<file path="config.mk">
export PLATFORM = sky130hd
export DESIGN_NAME = signed_booth_mult_ctrl
export DESIGN_NICKNAME = d
export VERILOG_FILES = /design/src/rtl/signed_booth_mult_ctrl.sv
export SDC_FILE = /design/constraint.sdc
export NUM_CORES = 1
export LEC_CHECK = 0
export BUFFER_PORTS_ARGS = -buffer_cell sky130_fd_sc_hd__buf_2
export CAP_MARGIN = 25
export CELL_PAD_IN_SITES_DETAIL_PLACEMENT = 2
export CELL_PAD_IN_SITES_GLOBAL_PLACEMENT = 2
export CORE_ASPECT_RATIO = 0.6
export CORE_MARGIN = 10
export CORE_UTILIZATION = 37
export DETAILED_ROUTE_END_ITERATION = 16
export GPL_TIMING_DRIVEN = 0
export PLACE_DENSITY_LB_ADDON = 0.05
export RECOVER_POWER = 100
export SYNTH_ARGS = -nofsm -noshare
export SYNTH_HDL_FRONTEND = slang
export SYNTH_SLANG_ARGS = --single-unit
</file>
<file path="constraint.sdc">
create_clock -name clk -period 7.2 [get_ports clk]
set_input_delay 0.72 -clock clk [delete_from_list [all_inputs] [get_ports clk]]
set_output_delay 0.72 -clock clk [all_outputs]
set_load 0.01 [all_outputs]
</file>
<file path="src/rtl/signed_booth_mult_ctrl.sv">
// Sequential radix-2 Booth signed multiplier core.
// It holds the operand registers, the accumulator datapath and the control FSM
// for an N x M two's-complement multiply. One add/sub-and-shift step runs per clock.
// The external 4-bit iteration counter is enabled by cnt, and it returns the
// last-iteration flag k. An internal shadow index itr cross-checks that flag.
//
// Handshake: start is sampled only while idle; busy is high from the cycle
// after an accepted start through the done cycle; done pulses for one cycle
// with product already updated; requests while busy are dropped, not queued.
module signed_booth_mult_ctrl #(
   parameter int N = 8,
   parameter int M = 16
) (
   input  logic             clk,
   input  logic             rst_n,
   input  logic             start,
   input  logic [N-1:0]     multiplicand,
   input  logic [M-1:0]     multiplier,
   input  logic             k,
   output logic             cnt,
   output logic             busy,
   output logic             done,
   output logic [N+M-1:0]   product,
   output logic             err
);

   localparam int            IW       = $clog2(M);
   localparam logic [IW-1:0] ITR_LAST = IW'(M - 1);

   typedef enum logic [1:0] {
      S_IDLE = 2'd0,
      S_CALC = 2'd1,
      S_DONE = 2'd2
   } state_t;

   state_t           state_q;
   logic [N:0]       mreg_q;     // sign-extended multiplicand
   logic [N:0]       a_q;        // accumulator, one guard bit for -2^(N-1)
   logic [M-1:0]     q_q;        // multiplier / low product half
   logic             q1_q;       // Booth look-behind bit
   logic [IW-1:0]    itr_q;      // shadow iteration index
   logic [N+M-1:0]   product_q;
   logic             busy_q;
   logic             done_q;
   logic             err_q;

   logic [N:0]       a_sum;
   logic [N:0]       a_d;
   logic [M-1:0]     q_d;
   logic             q1_d;
   logic [IW-1:0]    itr_d;
   logic             last_step;
   logic             step_err;

   // One Booth step: conditional add/sub of Mreg, then arithmetic shift of {A,Q,q_1}
   always_comb begin
      a_sum = a_q;
      case ({q_q[0], q1_q})
         2'b01:   a_sum = a_q + mreg_q;
         2'b10:   a_sum = a_q - mreg_q;
         default: a_sum = a_q;
      endcase
      a_d       = {a_sum[N], a_sum[N:1]};
      q_d       = {a_sum[0], q_q[M-1:1]};
      q1_d      = q_q[0];
      itr_d     = itr_q + IW'(1);
      // Leave on whichever of the counter flag or the shadow index says "last".
      last_step = k | (itr_q == ITR_LAST);
      // The two must agree; any disagreement is a protocol error.
      step_err  = k ^ (itr_q == ITR_LAST);
   end

   // Control FSM with registered busy/done/product/err and the datapath registers
   always_ff @(posedge clk or negedge rst_n) begin
      if (!rst_n) begin
         state_q   <= S_IDLE;
         mreg_q    <= '0;
         a_q       <= '0;
         q_q       <= '0;
         q1_q      <= 1'b0;
         itr_q     <= '0;
         product_q <= '0;
         busy_q    <= 1'b0;
         done_q    <= 1'b0;
         err_q     <= 1'b0;
      end else begin
         case (state_q)
            S_IDLE: begin
               done_q <= 1'b0;
               if (start) begin
                  mreg_q  <= {multiplicand[N-1], multiplicand};
                  a_q     <= '0;
                  q_q     <= multiplier;
                  q1_q    <= 1'b0;
                  itr_q   <= '0;
                  err_q   <= 1'b0;
                  busy_q  <= 1'b1;
                  state_q <= S_CALC;
               end
            end
            S_CALC: begin
               a_q   <= a_d;
               q_q   <= q_d;
               q1_q  <= q1_d;
               itr_q <= itr_d;
               if (step_err) begin
                  err_q <= 1'b1;
               end
               if (last_step) begin
                  // Capture the result of this final step so it is visible with done.
                  product_q <= {a_d[N-1:0], q_d};
                  done_q    <= 1'b1;
                  state_q   <= S_DONE;
               end
            end
            S_DONE: begin
               done_q  <= 1'b0;
               busy_q  <= 1'b0;
               state_q <= S_IDLE;
            end
            default: begin
               done_q  <= 1'b0;
               busy_q  <= 1'b0;
               state_q <= S_IDLE;
            end
         endcase
      end
   end

   // Counter enable is purely state-decoded so k cannot loop back into it
   always_comb begin
      cnt = (state_q == S_CALC);
   end

   assign busy    = busy_q;
   assign done    = done_q;
   assign product = product_q;
   assign err     = err_q;

endmodule

</file>
==> impl_metrics.json <==
{
  "status": "finished with violations",
  "violations": "max-capacitance violations, max-slew violations",
  "final_nets": 460,
  "cts-htree-levels": 3,
  "timing.slew.headroom": -1.45,
  "post_cts_hold_buffer_count": 0,
  "yosys.cell_types.count": 42,
  "grt_pass1_wl_um": 17700,
  "vias": 2898,
  "syn_area_per_cell_um2": 9.45,
  "max_freq_mhz": 270,
  "numClockSinks": 66,
  "row_count": 26,
  "ys_async_sr_fraction": 1.00,
  "cts.root.buffer_cell": "sky130_fd_sc_hd__clkbuf_16",
  "layoutNonFillerInstCount": 536,
  "timing.setup.tns_ns": 0,
  "timing.final.ws_setup_ns": 3.50,
  "fillCellCount": 974,
  "synth_fp_nets": 394,
  "groute.usage.overall": 0.168,
  "multiInputGateArea_mm2": 0.00154,
  "synth_sequential_area_ratio": 0.495,
  "io_pins": 56,
  "final_design_area_no_fill_mm2": 0.00399,
  "final_max_slew_viol_count": 67,
  "number_of_warnings_reported_in_the_yosys_synthesis_log": 0,
  "area.growth.synth_to_final_pct": 19.7,
  "postCtsSetupBuffers": 0,
  "viasPerCell": 5.41,
  "part_of_the_power_in_registers": 0.316,
  "post_placement_setup_slack_ns": 4.39,
  "power_frac_clock": 0.207,
  "cell_internal_pwr_mw": 1.22,
  "drcViolationCount": 0,
  "port-buffer-count": 55,
  "critical_path_class": "input pin to asynchronous set/reset pin",
  "crit_family": "buffers and inverters",
  "synth_top_cell_area_share": 0.495,
  "timing.critical_path.cells": "clkbuf_1",
  "crit_required_ns": 6.80,
  "cp.buffers_inverters": 1,
  "timing_hold_violations_final": 0,
  "timing.final.crit_period_ns": 3.70,
  "clk_transition_reported_paths_ns": 0.06,
  "clock_insertion_delay_worst_skew_ns": 0.33,
  "total_placed_cells_including_tap_cells": 520,
  "drv.max_cap_violation_count": 1,
  "holdCritPathClass": "flop to flop",
  "cts-resized-gates": 0,
  "cp-end-kind": "asynchronous set/reset pin",
  "setup_repair_after_global_routing_missed_its_margin": "no",
  "finalClockSkew_ns": 0.00740,
  "globalRouteOverflowTotal": 0,
  "wirelength_um": 10700,
  "grt_max_degree": 67,
  "routedWlPerCell_um": 19.9,
  "clock_path_buffers": 2,
  "synth_edf_count": 0,
  "timing.critical_path.arrival_ns": 3.30,
  "worst_ir_drop_vdd_uv": 161,
  "setup_viol": 0,
  "grt_antenna_before_repair": 0,
  "diodes": 0,
  "dr.first_iter.drc_count": 133,
  "register_area_mm2": 0.00165,
  "antenna_violation_net_count_after_detailed_routing": 0,
  "die_width_um": 143,
  "p_total_mw": 2.12,
  "post_synth_inst_count": 353,
  "synth_seq_cells": 66,
  "place_congestion": 0.824,
  "place_hpwl_um": 7770,
  "portion_of_the_clock_cycle_consumed_by_the_worst_path_in_the_final_layout": 0.514,
  "design.die.area_mm2": 0.0133,
  "core_area_mm2": 0.00865,
  "netSwitchingPower_mw": 0.902,
  "drt-pass1-iter-count": 4,
  "switching_share": 0.426,
  "synth_area_leader_cell": "sky130_fd_sc_hd__dfrtp_1",
  "final_layout_size_suffix_gt1_frac": 0.116,
  "netlist_top_cells_area": "sky130_fd_sc_hd__dfrtp_1 (50%), sky130_fd_sc_hd__nand2_1 (7.3%), sky130_fd_sc_hd__o21ai_0 (5.9%)",
  "dpl-instance-area_mm2": 0.00375,
  "floorplan.initialDensity": 0.385,
  "worstMarginPinSlew_ns": 3.67,
  "critical_path.max_stage_delay_ns": 2.54,
  "power.static_leakage_nw": 1.84,
  "worstSetupStartpointType": "input pin",
  "number_of_global_route_vias_before_repair": 3204,
  "worst-path-max-fanout": 66,
  "p_per_area_mw_per_mm2": 530,
  "synth_area_mm2": 0.00334,
  "most_instantiated_flip_flop_cell_in_the_synthesis_netlist": "sky130_fd_sc_hd__dfrtp_1",
  "tritoncts_clock_tree": "built",
  "critical_path.slowest_cell": "sky130_fd_sc_hd__clkbuf_1",
  "combinationalPowerShare": 0.477,
  "numCtsBuffers": 9,
  "floorplan.die.height_um": 93.5
}
[cell type report]
type,count,share of cell area
Clock inverter,4,0.0128
Clock buffer,12,0.0617
Buffer,19,0.0182
Inverter,15,0.0141
Sequential cell,66,0.414
Timing Repair Buffer,55,0.0595
Multi-Input combinational cell,253,0.385
Tap cell,112,0.0351
[stage by stage]
stage / util / hold WS, ns
final: 0.461 / 0.477
after floorplan: - / 0.424
after global routing: 0.461 / 0.513
after global placement: 0.433 / 0.454
after detailed placement: 0.434 / 0.463
after CTS: 0.468 / 0.482
[path summary, 6_finish.rpt]
kind                                 start     endpoint  slack (ns)  cells past startpoint
worst max-delay path                 rst_n       a_q[0]        3.50                      1
worst min-delay path            product[9]   product[9]        0.48                      2
worst max register to register      q_q[0]  product[23]        4.06                     10
worst min register to register  product[9]   product[9]        0.48                      2
max in group clk                    q_q[0]  product[23]        4.06                     10
min in group asynchronous            rst_n    mreg_q[2]        1.65                      1
[sequential cells by signal, summed over array words and instances (netlist names)]
name,flops
mreg_q,8
itr_q,4
done,1
err,1
busy,1
q1_q,1
product,24
q_q,16
a_q,8
state_q,2
[cell usage in the layout (no fill, tap or decap), types with 2 or more instances in the layout]
master,n
sky130_fd_sc_hd__mux2_2,6
sky130_fd_sc_hd__ha_1,12
sky130_fd_sc_hd__nor3_1,2
sky130_fd_sc_hd__nand2_1,65
sky130_fd_sc_hd__nand3_1,4
sky130_fd_sc_hd__a22oi_1,15
sky130_fd_sc_hd__buf_2,26
sky130_fd_sc_hd__inv_1,15
sky130_fd_sc_hd__a31oi_1,2
sky130_fd_sc_hd__o21a_1,3
sky130_fd_sc_hd__a21oi_1,27
sky130_fd_sc_hd__nor2_1,15
sky130_fd_sc_hd__dfrtp_1,66
sky130_fd_sc_hd__nand2b_1,6
sky130_fd_sc_hd__a22o_1,3
sky130_fd_sc_hd__o21ai_0,40
sky130_fd_sc_hd__xnor2_1,10
sky130_fd_sc_hd__xor2_1,4
sky130_fd_sc_hd__nor2b_1,17
sky130_fd_sc_hd__clkbuf_16,9
sky130_fd_sc_hd__mux2i_1,5
sky130_fd_sc_hd__clkbuf_1,49
[routing by layer]
layer	share of wire	vias up	wire, µm	track usage
li1	-	1346	-	-
met5	0	-	0	0
met3	0.061	11	655	0.0485
met4	0.0087	0	93	0.0419
met2	0.43	70	4570	0.244
met1	0.50	1471	5370	0.238
[synthesized netlist by cell type (all sizes together) (5+ instances only)]
cell,n
a21oi,27
a22oi,15
buf,13
clkbuf,6
dfrtp,66
ha,12
inv,15
mux2,7
mux2i,5
nand2,65
nand2b,6
nor2,15
nor2b,18
o21ai,40
xnor2,10
[logic make-up (layout without fill, tap and decap cells)]
group	after synthesis	count (layout)	synth area share
mux	12	12	0.0398
fa+ha+maj	13	13	0.0510
simple gates	115	115	0.158
compound gates	99	99	0.177
flops	66	66	0.495
buf+inv	34	105	0.0420
xor+xnor	14	14	0.0368
[power by group through the flow]
stage / sequential (mW) / clock (mW) / combinational, mW
after floorplan: 0.659 / 0 / 0.698
after global placement: 0.659 / 0 / 0.984
after detailed placement: 0.669 / 0 / 1.04
after CTS: 0.667 / 0.451 / 1.06
after global routing: 0.694 / 0.466 / 1.14
final: 0.669 / 0.439 / 1.01
Power figures use the tool's default switching activity.
